`config.mk`:
```
export PLATFORM = sky130hd
export DESIGN_NAME = level_fsm_multi
export DESIGN_NICKNAME = d
export VERILOG_FILES = /design/src/rtl/level_pkg.sv /design/src/rtl/level_score_acc.sv /design/src/rtl/level_fsm_multi.sv
export SDC_FILE = /design/constraint.sdc
export NUM_CORES = 1
export LEC_CHECK = 0
export ABC_AREA = 1
export CORE_ASPECT_RATIO = 1.2
export CORE_MARGIN = 2
export CORE_UTILIZATION = 40
export DETAILED_ROUTE_END_ITERATION = 16
export PLACE_DENSITY_LB_ADDON = 0.25
export SETUP_SLACK_MARGIN = 0.05
export SLEW_MARGIN = 20
export SYNTH_ARGS = -nofsm -noshare
export SYNTH_HDL_FRONTEND = slang
export SYNTH_HIERARCHICAL = 1
export SYNTH_SLANG_ARGS = --single-unit
```
`constraint.sdc`:
```
create_clock -name clk -period 3.85 [get_ports clk]
set_input_delay 0.5775 -clock clk [delete_from_list [all_inputs] [get_ports clk]]
set_output_delay 0.5775 -clock clk [all_outputs]
set_load 0.005 [all_outputs]
```
`src/rtl/level_pkg.sv`:
```
// Shared types and constants for the multi-level claw/loot controller:
// FSM state encoding, sound codes and the default loot table lookups.
package level_pkg;

  typedef enum logic [2:0] {
    IDLE_ST      = 3'd0,
    SWING_ST     = 3'd1,
    DOWN_ST      = 3'd2,
    HOLD_ST      = 3'd3,
    BACK_ST      = 3'd4,
    LEVEL_END_ST = 3'd5,
    GAME_END_ST  = 3'd6
  } state_e;

  localparam logic [3:0] SND_NONE = 4'd0;
  localparam logic [3:0] SND_WIN  = 4'd1;
  localparam logic [3:0] SND_LOSS = 4'd2;
  localparam logic [3:0] SND_CLAW = 4'd3;

  // Default loot table: 0 none, 1 gold, 2 rock, 3 diamond; unknown types read as "none".
  function automatic logic [15:0] loot_score(input logic [7:0] idx);
    case (idx)
      8'd1:    return 16'd10;
      8'd2:    return 16'd2;
      8'd3:    return 16'd50;
      default: return 16'd0;
    endcase
  endfunction

  function automatic logic [7:0] loot_speed(input logic [7:0] idx);
    case (idx)
      8'd2:    return 8'd2;
      8'd3:    return 8'd6;
      default: return 8'd4;
    endcase
  endfunction

  function automatic logic [3:0] loot_sound(input logic [7:0] idx);
    case (idx)
      8'd1:    return 4'd4;
      8'd2:    return 4'd5;
      8'd3:    return 4'd6;
      default: return SND_NONE;
    endcase
  endfunction

endpackage

```
`src/rtl/level_score_acc.sv`:
```
// Score/level bookkeeping: saturating score accumulator, level counter and
// the registered goal derived from the level index.
module level_score_acc #(
  parameter int SCORE_W    = 14,
  parameter int NUM_LEVELS = 4,
  parameter int BASE_GOAL  = 20,
  parameter int GOAL_STEP  = 30,
  parameter int LVL_W      = 2
) (
  input  logic               clk,
  input  logic               rst_n,
  input  logic               score_clr_i,
  input  logic               add_en_i,
  input  logic [SCORE_W-1:0] add_val_i,
  input  logic               level_clr_i,
  input  logic               level_inc_i,
  output logic [SCORE_W-1:0] score_o,
  output logic [SCORE_W-1:0] goal_o,
  output logic [LVL_W-1:0]   level_o
);

  localparam logic [SCORE_W-1:0] SCORE_MAX = '1;

  function automatic logic [SCORE_W-1:0] goal_of(input logic [LVL_W-1:0] lvl);
    logic [31:0] g;
    g = 32'(BASE_GOAL) + 32'(lvl) * 32'(GOAL_STEP);
    return (g > 32'(SCORE_MAX)) ? SCORE_MAX : g[SCORE_W-1:0];
  endfunction

  logic [SCORE_W-1:0] score_q, score_d, goal_q, goal_d;
  logic [LVL_W-1:0]   level_q, level_d;
  logic [SCORE_W:0]   sum;

  assign sum = {1'b0, score_q} + {1'b0, add_val_i};

  always_comb begin
    score_d = score_q;
    level_d = level_q;
    if (level_clr_i)      level_d = '0;
    else if (level_inc_i) level_d = level_q + LVL_W'(1);
    if (score_clr_i)      score_d = '0;
    else if (add_en_i)    score_d = sum[SCORE_W] ? SCORE_MAX : sum[SCORE_W-1:0];
    goal_d = goal_of(level_d);
  end

  always_ff @(posedge clk or negedge rst_n) begin
    if (!rst_n) begin
      score_q <= '0;
      level_q <= '0;
      goal_q  <= goal_of('0);
    end else begin
      score_q <= score_d;
      level_q <= level_d;
      goal_q  <= goal_d;
    end
  end

  assign score_o = score_q;
  assign goal_o  = goal_q;
  assign level_o = level_q;

endmodule

```
`src/rtl/level_fsm_multi.sv`:
```
// Multi-level claw/loot game controller: claw cycle FSM, loot scoring, level sequencing
// and one-cycle collision/sound pulses. Optional held-loot drop: define LOOT_DROP_EN.
module level_fsm_multi
  import level_pkg::*;
#(
  parameter int NUM_LOOT   = 4,
  parameter int LOOT_W     = 3,
  parameter int SCORE_W    = 14,
  parameter int SPEED_W    = 4,
  parameter int NUM_LEVELS = 4,
  parameter int BASE_GOAL  = 20,
  parameter int GOAL_STEP  = 30,
  parameter int DEF_SPEED  = 4,
  localparam int LVL_W     = (NUM_LEVELS > 1) ? $clog2(NUM_LEVELS) : 1
) (
  input  logic               clk,
  input  logic               resetN,
  input  logic               startOfFrame,
  input  logic               start_game,
  input  logic               claw_dr,
  input  logic               borders_dr,
  input  logic               loot_dr,
  input  logic [LOOT_W-1:0]  loot_type,
  input  logic               timer_ended,
  input  logic               is_enter_pressed,
  input  logic               claw_returned,
  input  logic               release_loot,
  output logic               claw_collision,
  output logic               loot_collision,
  output logic [SPEED_W-1:0] move_speed,
  output logic [SCORE_W-1:0] score,
  output logic [SCORE_W-1:0] goal,
  output logic [LVL_W-1:0]   level,
  output logic               start_timer,
  output logic               level_ended,
  output logic               game_won,
  output logic [3:0]         sound_request,
  output logic               play_sound
);

  state_e             state_q, state_d;
  logic [LOOT_W-1:0]  held_q, held_d, in_type, latch_type;
  logic               loot_flag_q, loot_flag_d, hold_entry_q, hold_entry_d;
  logic               claw_col_q, claw_col_d, loot_col_q, loot_col_d;
  logic               start_timer_q, start_timer_d, play_q, play_d, won_q, won_d;
  logic [3:0]         snd_q, snd_d, end_snd;
  logic [SPEED_W-1:0] speed;
  logic               score_clr, add_en, level_clr, level_inc;
  logic [SCORE_W-1:0] add_val, score_w, goal_w;
  logic [LVL_W-1:0]   level_w;
  logic               met, last_level, drop;

  assign in_type    = (int'(loot_type) < NUM_LOOT) ? loot_type : '0;
  assign latch_type = loot_flag_q ? in_type : '0;
  assign met        = (score_w >= goal_w);
  assign last_level = (level_w == LVL_W'(NUM_LEVELS - 1));
  assign end_snd    = met ? SND_WIN : SND_LOSS;

`ifdef LOOT_DROP_EN
  assign drop = release_loot && (held_q != '0);
`else
  logic unused_release;
  assign unused_release = release_loot;
  assign drop = 1'b0;
`endif

  always_comb begin
    // NOTE: every signal driven here gets a default first so no path can infer a latch.
    state_d       = state_q;
    held_d        = held_q;
    loot_flag_d   = loot_flag_q;
    hold_entry_d  = 1'b0;
    claw_col_d    = 1'b0;
    loot_col_d    = 1'b0;
    start_timer_d = 1'b0;
    play_d        = 1'b0;
    snd_d         = SND_NONE;
    won_d         = won_q;
    speed         = '0;
    score_clr     = 1'b0;
    add_en        = 1'b0;
    add_val       = '0;
    level_clr     = 1'b0;
    level_inc     = 1'b0;
    case (state_q)
      IDLE_ST, GAME_END_ST: begin
        if (state_q == IDLE_ST) begin
          score_clr   = 1'b1;
          held_d      = '0;
          loot_flag_d = 1'b0;
        end
        if (start_game) begin
          state_d       = SWING_ST;
          level_clr     = 1'b1;
          score_clr     = 1'b1;
          held_d        = '0;
          loot_flag_d   = 1'b0;
          start_timer_d = 1'b1;
          won_d         = 1'b0;
        end
      end
      SWING_ST, DOWN_ST: begin
        speed = SPEED_W'(DEF_SPEED);
        if (timer_ended) begin
          state_d = LEVEL_END_ST;
          play_d  = 1'b1;
          snd_d   = end_snd;
        end else if (state_q == SWING_ST) begin
          if (is_enter_pressed) begin
            state_d = DOWN_ST;
            play_d  = 1'b1;
            snd_d   = SND_CLAW;
          end
        end else if (claw_dr && (borders_dr || loot_dr)) begin
          state_d      = HOLD_ST;
          hold_entry_d = 1'b1;
          claw_col_d   = 1'b1;
          loot_col_d   = loot_dr;
          loot_flag_d  = loot_dr;
        end
      end
      HOLD_ST: begin
        // The entry cycle only latches the catch; a frame tick there is deliberately dropped.
        if (hold_entry_q) begin
          held_d      = latch_type;
          loot_flag_d = 1'b0;
          snd_d       = loot_sound(8'(latch_type));
          play_d      = (snd_d != SND_NONE);
        end else if (startOfFrame) begin
          state_d = BACK_ST;
        end
      end
      BACK_ST: begin
        speed = (held_q == '0) ? SPEED_W'(DEF_SPEED) : SPEED_W'(loot_speed(8'(held_q)));
        if (drop) held_d = '0;
        if (claw_returned) begin
          state_d = SWING_ST;
          add_en  = 1'b1;
          add_val = drop ? '0 : SCORE_W'(loot_score(8'(held_q)));
          held_d  = '0;
        end
      end
      LEVEL_END_ST: begin
        if (!met) begin
          state_d = GAME_END_ST;
          won_d   = 1'b0;
        end else if (last_level) begin
          state_d = GAME_END_ST;
          won_d   = 1'b1;
        end else if (is_enter_pressed) begin
          state_d       = SWING_ST;
          level_inc     = 1'b1;
          score_clr     = 1'b1;
          start_timer_d = 1'b1;
        end
      end
      default: state_d = IDLE_ST;
    endcase
  end

  always_ff @(posedge clk or negedge resetN) begin
    if (!resetN) begin
      state_q       <= IDLE_ST;
      held_q        <= '0;
      loot_flag_q   <= 1'b0;
      hold_entry_q  <= 1'b0;
      claw_col_q    <= 1'b0;
      loot_col_q    <= 1'b0;
      start_timer_q <= 1'b0;
      play_q        <= 1'b0;
      snd_q         <= SND_NONE;
      won_q         <= 1'b0;
    end else begin
      // NOTE: non-blocking so every register samples the pre-edge values together.
      state_q       <= state_d;
      held_q        <= held_d;
      loot_flag_q   <= loot_flag_d;
      hold_entry_q  <= hold_entry_d;
      claw_col_q    <= claw_col_d;
      loot_col_q    <= loot_col_d;
      start_timer_q <= start_timer_d;
      play_q        <= play_d;
      snd_q         <= snd_d;
      won_q         <= won_d;
    end
  end

  level_score_acc #(
    .SCORE_W   (SCORE_W),
    .NUM_LEVELS(NUM_LEVELS),
    .BASE_GOAL (BASE_GOAL),
    .GOAL_STEP (GOAL_STEP),
    .LVL_W     (LVL_W)
  ) u_score_acc (
    .clk        (clk),
    .rst_n      (resetN),
    .score_clr_i(score_clr),
    .add_en_i   (add_en),
    .add_val_i  (add_val),
    .level_clr_i(level_clr),
    .level_inc_i(level_inc),
    .score_o    (score_w),
    .goal_o     (goal_w),
    .level_o    (level_w)
  );

  assign claw_collision = claw_col_q;
  assign loot_collision = loot_col_q;
  assign move_speed     = speed;
  assign score          = score_w;
  assign goal           = goal_w;
  assign level          = level_w;
  assign start_timer    = start_timer_q;
  assign level_ended    = (state_q == LEVEL_END_ST) || (state_q == GAME_END_ST);
  assign game_won       = won_q;
  assign sound_request  = snd_q;
  assign play_sound     = play_q;

endmodule

```
# Yosys cells after proc, flatten, opt, wreduce, memory -nomap -nowiden
# Cells that the tools add are included.
# op_classes
multipliers	1
n_mux	75
reduce_logical	16
n_div	0
shift	0
add_sub_neg	3
n_bitwise	0
order_cmp	3
n_eq_ne	26
# ops
cell	n
2-to-1 mux 14 bit	4
2-to-1 mux 3 bit	17
greater-than comparator 32 x 14 -> 1 bit, second input constant	1
2-to-1 mux 1 bit	30
equality test 3 x 2 -> 1 bit, second input constant	6
one-hot mux 3 bit (3 select lines)	2
one-hot mux 6 bit (3 select lines)	1
2-to-1 mux 4 bit	4
!= test 2 bit, second input constant	8
one-hot mux 4 bit (2 select lines)	2
adder 14 x 6 -> 15 bit	1
one-hot mux 3 bit (5 select lines)	1
greater-or-equal comparator 14 bit	1
2-to-1 mux 2 bit	6
2-to-1 mux 6 bit	2
!= test 4 bit, second input constant	3
equality test 3 x 1 -> 1 bit, second input constant	3
equality test 3 bit, second input constant	3
adder 5 x 7 -> 8 bit, first input constant	1
one-hot mux 1 bit (2 select lines)	4
AND reduction 7 bit	1
zero test 3 bit	2
multiplier 2 x 4 -> 6 bit, second input constant	1
!= test 3 bit, second input constant	2
other kinds (14)	18
# word_totals
ff_bits	46
in_bits	14
mem_count	0
mem_bits_rw	0
latchBits	0
wordCells	136
romBits	0
out_inout_bits	44

# Longest topological paths before layout
# logic_depth
ltp_word	10
depth_mapped	21
mapped_depth_nobuf	21

# Cells and area by module
# The synthesis kept the hierarchy.
# by_module_without_submodules
mod	n_inst	area_each_um2	cells_each	seq_area_each_um2
level_score_acc	1	1858.0	268	553.0
level_fsm_multi	1	1310.0	205	350.3

# Least setup slack after synthesis
# Ideal clock, no wire load.
# synth_timing
path_type	register -> register
from	register u_score_acc.goal_q[2], in the netlist u_score_acc/goal_o[2]
to	register u_score_acc.goal_q[7], in the netlist u_score_acc/goal_o[7]
path_slack_ns	1.192
arrival_time_ns	2.587
path_stages_with_launch	18
setup_ns	0.071
n_path_buf	0
required_time_ns	3.779
synth_period_minus_slack_ns	2.658
path_cell_list	dfstp_2 -> inv_1 -> ha_1 -> nand2_1 -> nor2_1 -> nand2_1 -> nand2_1 -> nand2_1 -> nand3_1 -> nand4_1 -> inv_1 -> nor2_1 -> nor3_1 -> inv_1 -> ha_1 -> o21ai_0 -> nand2_1 -> nor2_1
# synth_between
elab_chain_len	9
# synth_rtl
item	line	text
start: declaration	level_score_acc.sv:30	logic [SCORE_W-1:0] score_q, score_d, goal_q, goal_d;
start signal: assignment	level_score_acc.sv:50	goal_q <= goal_of('0);
start signal: assignment	level_score_acc.sv:54	goal_q <= goal_d;
greater-or-equal comparator 14 bit (*)	level_fsm_multi.sv:55	assign met = (score_w >= goal_w);
2-to-1 mux 1 bit (*)	level_fsm_multi.sv:144	if (!met) begin
2-to-1 mux 1 bit (*)	level_fsm_multi.sv:85	case (state_q)
net level_inc	level_fsm_multi.sv:48	logic score_clr, add_en, level_clr, level_inc;
2-to-1 mux 2 bit (*)	level_score_acc.sv:40	else if (level_inc_i) level_d = level_q + LVL_W'(1);
2-to-1 mux 2 bit (*)	level_score_acc.sv:39	if (level_clr_i) level_d = '0;
multiplier 2 x 4 -> 6 bit (*)	level_score_acc.sv:26	g = 32'(BASE_GOAL) + 32'(lvl) * 32'(GOAL_STEP);
adder 5 x 7 -> 8 bit (*)	level_score_acc.sv:26	
greater-than comparator 32 x 14 -> 1 bit	level_score_acc.sv:27	return (g > 32'(SCORE_MAX)) ? SCORE_MAX : g[SCORE_W-1:0];
2-to-1 mux 14 bit (*)	level_score_acc.sv:27	
net u_score_acc.goal_d[7]	level_score_acc.sv:30	
# Mark *: on every way through the listed nets, which the timed path passes. The rest lies on a longest branch.
# A chain may end at the register's enable or synchronous reset.

# Worst setup path in the final report
# layout_timing
from	register u_score_acc.level_q[0], in the netlist u_score_acc/level_o[0]
to	register u_score_acc.score_q[6], in the netlist u_score_acc/score_o[6]
# layout_between
elab_chain_len	5
word_cells_on_any_way	6
classes_between	1 x eq/ne; 4 x mux; 1 x reduce/logical
# layout_rtl
item	line	text
start: declaration	level_score_acc.sv:31	logic [LVL_W-1:0] level_q, level_d;
start signal: assignment	level_score_acc.sv:53	level_q <= level_d;
equality test 2 bit (*)	level_fsm_multi.sv:56	assign last_level = (level_w == LVL_W'(NUM_LEVELS - 1));
2-to-1 mux 1 bit (*)	level_fsm_multi.sv:147	end else if (last_level) begin
2-to-1 mux 1 bit (*)	level_fsm_multi.sv:144	
one-hot mux 1 bit (2 select lines) (*)	level_fsm_multi.sv:85	
net score_clr	level_fsm_multi.sv:48	
2-to-1 mux 14 bit or nonzero test 2 bit (tied branches)	-	
end signal: assignment	level_score_acc.sv:52	score_q <= score_d;
end: declaration	level_score_acc.sv:30	
# Marked as above.

==> impl_metrics.ini <==
[setup_path]
cp.arrival_ps = 3480
timing.rr.start = u_score_acc/level_o[0]$_DFF_PN0_
cp-start-kind = register
rr_endpoint = u_score_acc/score_o[6]$_DFFE_PN0P_
r2r_setup_slack_ps = 550
crit_fanout = 15
criticalPathCategory = register to register
cp-end-kind = register
r2r.worst_path.cells = 14
crit_path_end = u_score_acc/score_o[6]$_DFFE_PN0P_
required_ps = 4030
crit_start = u_score_acc/level_o[0]$_DFF_PN0_

[grt]
grt_util_all_layers_pct = 17.69
grt_pass1_vias = 2854
grt_max_degree = 37
grt_antenna_before_repair = 0
grt-ovfl-total = 0
grt_pass1_wl_um = 12430

[clock_tree]
cts_buffers = 5
root_buffer = clkbuf_8
cts_tree = yes
clk_pin_slew_ps = 80
htree_num_levels = 2
cts_setup_buffers = 0
ctsResizeCount = 0
clock_sinks = 36
cts_buffer_depth = 2
hold_buffers = 0
clkLatencyLatePin_ps = 300

[drt]
wl_per_cell_um = 11.50
viasPerCell = 4.692
ant_nets = 0
drt_iter0_drc = 120
drc = 0
wl_um = 7167
vias = 2923
firstDrtPassIters = 4

[finish]
fin_util_pct = 49.86
nets = 578
diodes = 0
fin_cells = 623
mostFrequentLayoutCell = nand2_1
syn2layout_area_growth_pct = 20.62
final_cell_mix = nand2_1 (158), inv_1 (76), clkdlybuf4s50_1 (45)
drive_above_1_share_pct = 8.286

[sta]
fin_tns_setup_ps = 0
hold_violations = 0
fin_ws_ps = 545.3
hold-worst-slack_ps = 358.1
finalClockSkew_ps = 13.64
setup_viol = 0
drv_slew = 0
worstMarginPinSlew_ps = 882.4
relSlewSlack_pct = 40.96
clock.fmax_mhz = 302.6
rsz0062_at_grt = false
period_minus_slack_ps = 3305
fin_crit_sh_pct = 85.84

[placement]
dp.cells = 615
gp_congestion = 0.8551
pre_cts_ws_ps = 531.2
portBuffers = 46
dpl.hpwl_um = 5876

[synth]
synth_area_per_cell_um2 = 6.698
yosysWarningCount = 6
yosysUniqueCellTypes = 33
ys_ff_latch = 36
ys_seq_area_share_pct = 28.52
synth_cells = 473
netlist_area_um2 = 3168

[job]
cap_viol_max_count = 0

[run_status]
status = completed

[pwr]
p_leak_nw = 2.128
p_per_area_nw_per_um2 = 690.9
ir_drop_mv = 0.3307

[die]
core.rowCount = 35
initial_utilization_pct = 41.34
die-area_um2 = 8651
fp.dieH_um = 101.5
ios = 58
coreArea_um2 = 7664
die_w_um = 85.24

[worst_hold_path]
hp-class = input pin to async pin
worst min-delay path by stage:
stage                         startpoint                       end  slack [ps]  cells after the start
floorplan                         resetN  claw_collision$_DFF_PN0_         280                      0
global placement    game_won$_DFFE_PN0P_      game_won$_DFFE_PN0P_         480                      2
detailed placement  game_won$_DFFE_PN0P_      game_won$_DFFE_PN0P_         490                      2
CTS                               resetN    state_q[2]$_DFFE_PN0P_         390                      1
global route                      resetN  loot_collision$_DFF_PN0_         430                      1
finish                            resetN  loot_collision$_DFF_PN0_         360                      1
logic make-up after synthesis:
group / after synthesis / synth area share [%]
compound gates: 39 / 6.952
xor+xnor: 8 / 2.212
fa+ha+maj: 34 / 13.67
buf+inv: 100 / 13.23
flops: 36 / 28.52
other cells: 2 / 0.2371
simple gates: 254 / 35.19
state kept, by name, indices dropped and copies added (netlist names), 2 cells and up:
signal               cells
u_score_acc/score_o     14
u_score_acc/goal_o       6
sound_request            3
state_q                  3
held_q                   2
u_score_acc/level_o      2
layer usage:
metal	vias up	GRT usage, %	part of all wire, %
met5	-	0	0
met4	0	6.227	1.4
met3	8	2.934	3.6
met2	49	30.65	48
met1	1305	22.28	47
li1	1561	-	-
critical path, stage by stage, from the launching register on:
cell and delay (ps):
dfrtp_1 460, inv_1 80, ha_1 290, nand2_1 70, nand2_1 50, nand2_1 50
nand3_1 70, nand2_1 60, nand3_1 270, nand4_1 230, o211ai_1 150, nor2_1 710
nor2_1 420, o21ai_1 190, nand2_1 60
cell type report:
type / instances / area (um^2)
Clock buffer: 5 / 68.82
Clock inverter: 3 / 42.54
Fill cell: 759 / 3842
Inverter: 86 / 322.8
Multi-Input combinational cell: 355 / 1913
Sequential cell: 36 / 903.4
Tap cell: 92 / 115.1
Timing Repair Buffer: 46 / 455.4
per-stage QoR:
| stage | area [um^2] | power, mW |
|---|---|---|
| floorplan | 3236 | 1.777 |
| global placement | 3710 | 2.269 |
| CTS | 3821 | 2.649 |
| global route | 3821 | 2.928 |
| finish | 3821 | 2.640 |
| detailed placement | 3710 | 2.304 |
synth_stat cells, drive strengths merged:
master | number | area [um^2]
nand2 | 168 | 665.6
inv | 86 | 322.8
nor2 | 39 | 178.9
nand3 | 36 | 205.2
dfrtp | 34 | 850.8
ha | 33 | 412.9
o21ai | 18 | 90.09
a21oi | 16 | 91.34
buf | 13 | 92.59
xor2 | 7 | 61.31
nand4 | 5 | 31.28
nor3 | 3 | 15.01
or2 | 3 | 18.77
conb | 2 | 7.510
dfstp | 2 | 52.55
a21boi | 1 | 7.510
a31oi | 1 | 6.260
clkbuf | 1 | 3.750
fa | 1 | 20.02
o2111a | 1 | 11.26
o211ai | 1 | 7.510
o22ai | 1 | 6.260
xnor2 | 1 | 8.760
power breakdown:
part	leakage (nW)	switching (mW)	total, mW	internal, mW
Sequential	0.467	0.154	0.665	0.511
Combinational	1.61	0.947	1.65	0.699
Clock	0.0541	0.138	0.329	0.192
Total	2.13	1.24	2.64	1.40
Note: power is estimated with default switching activity, not from simulation.
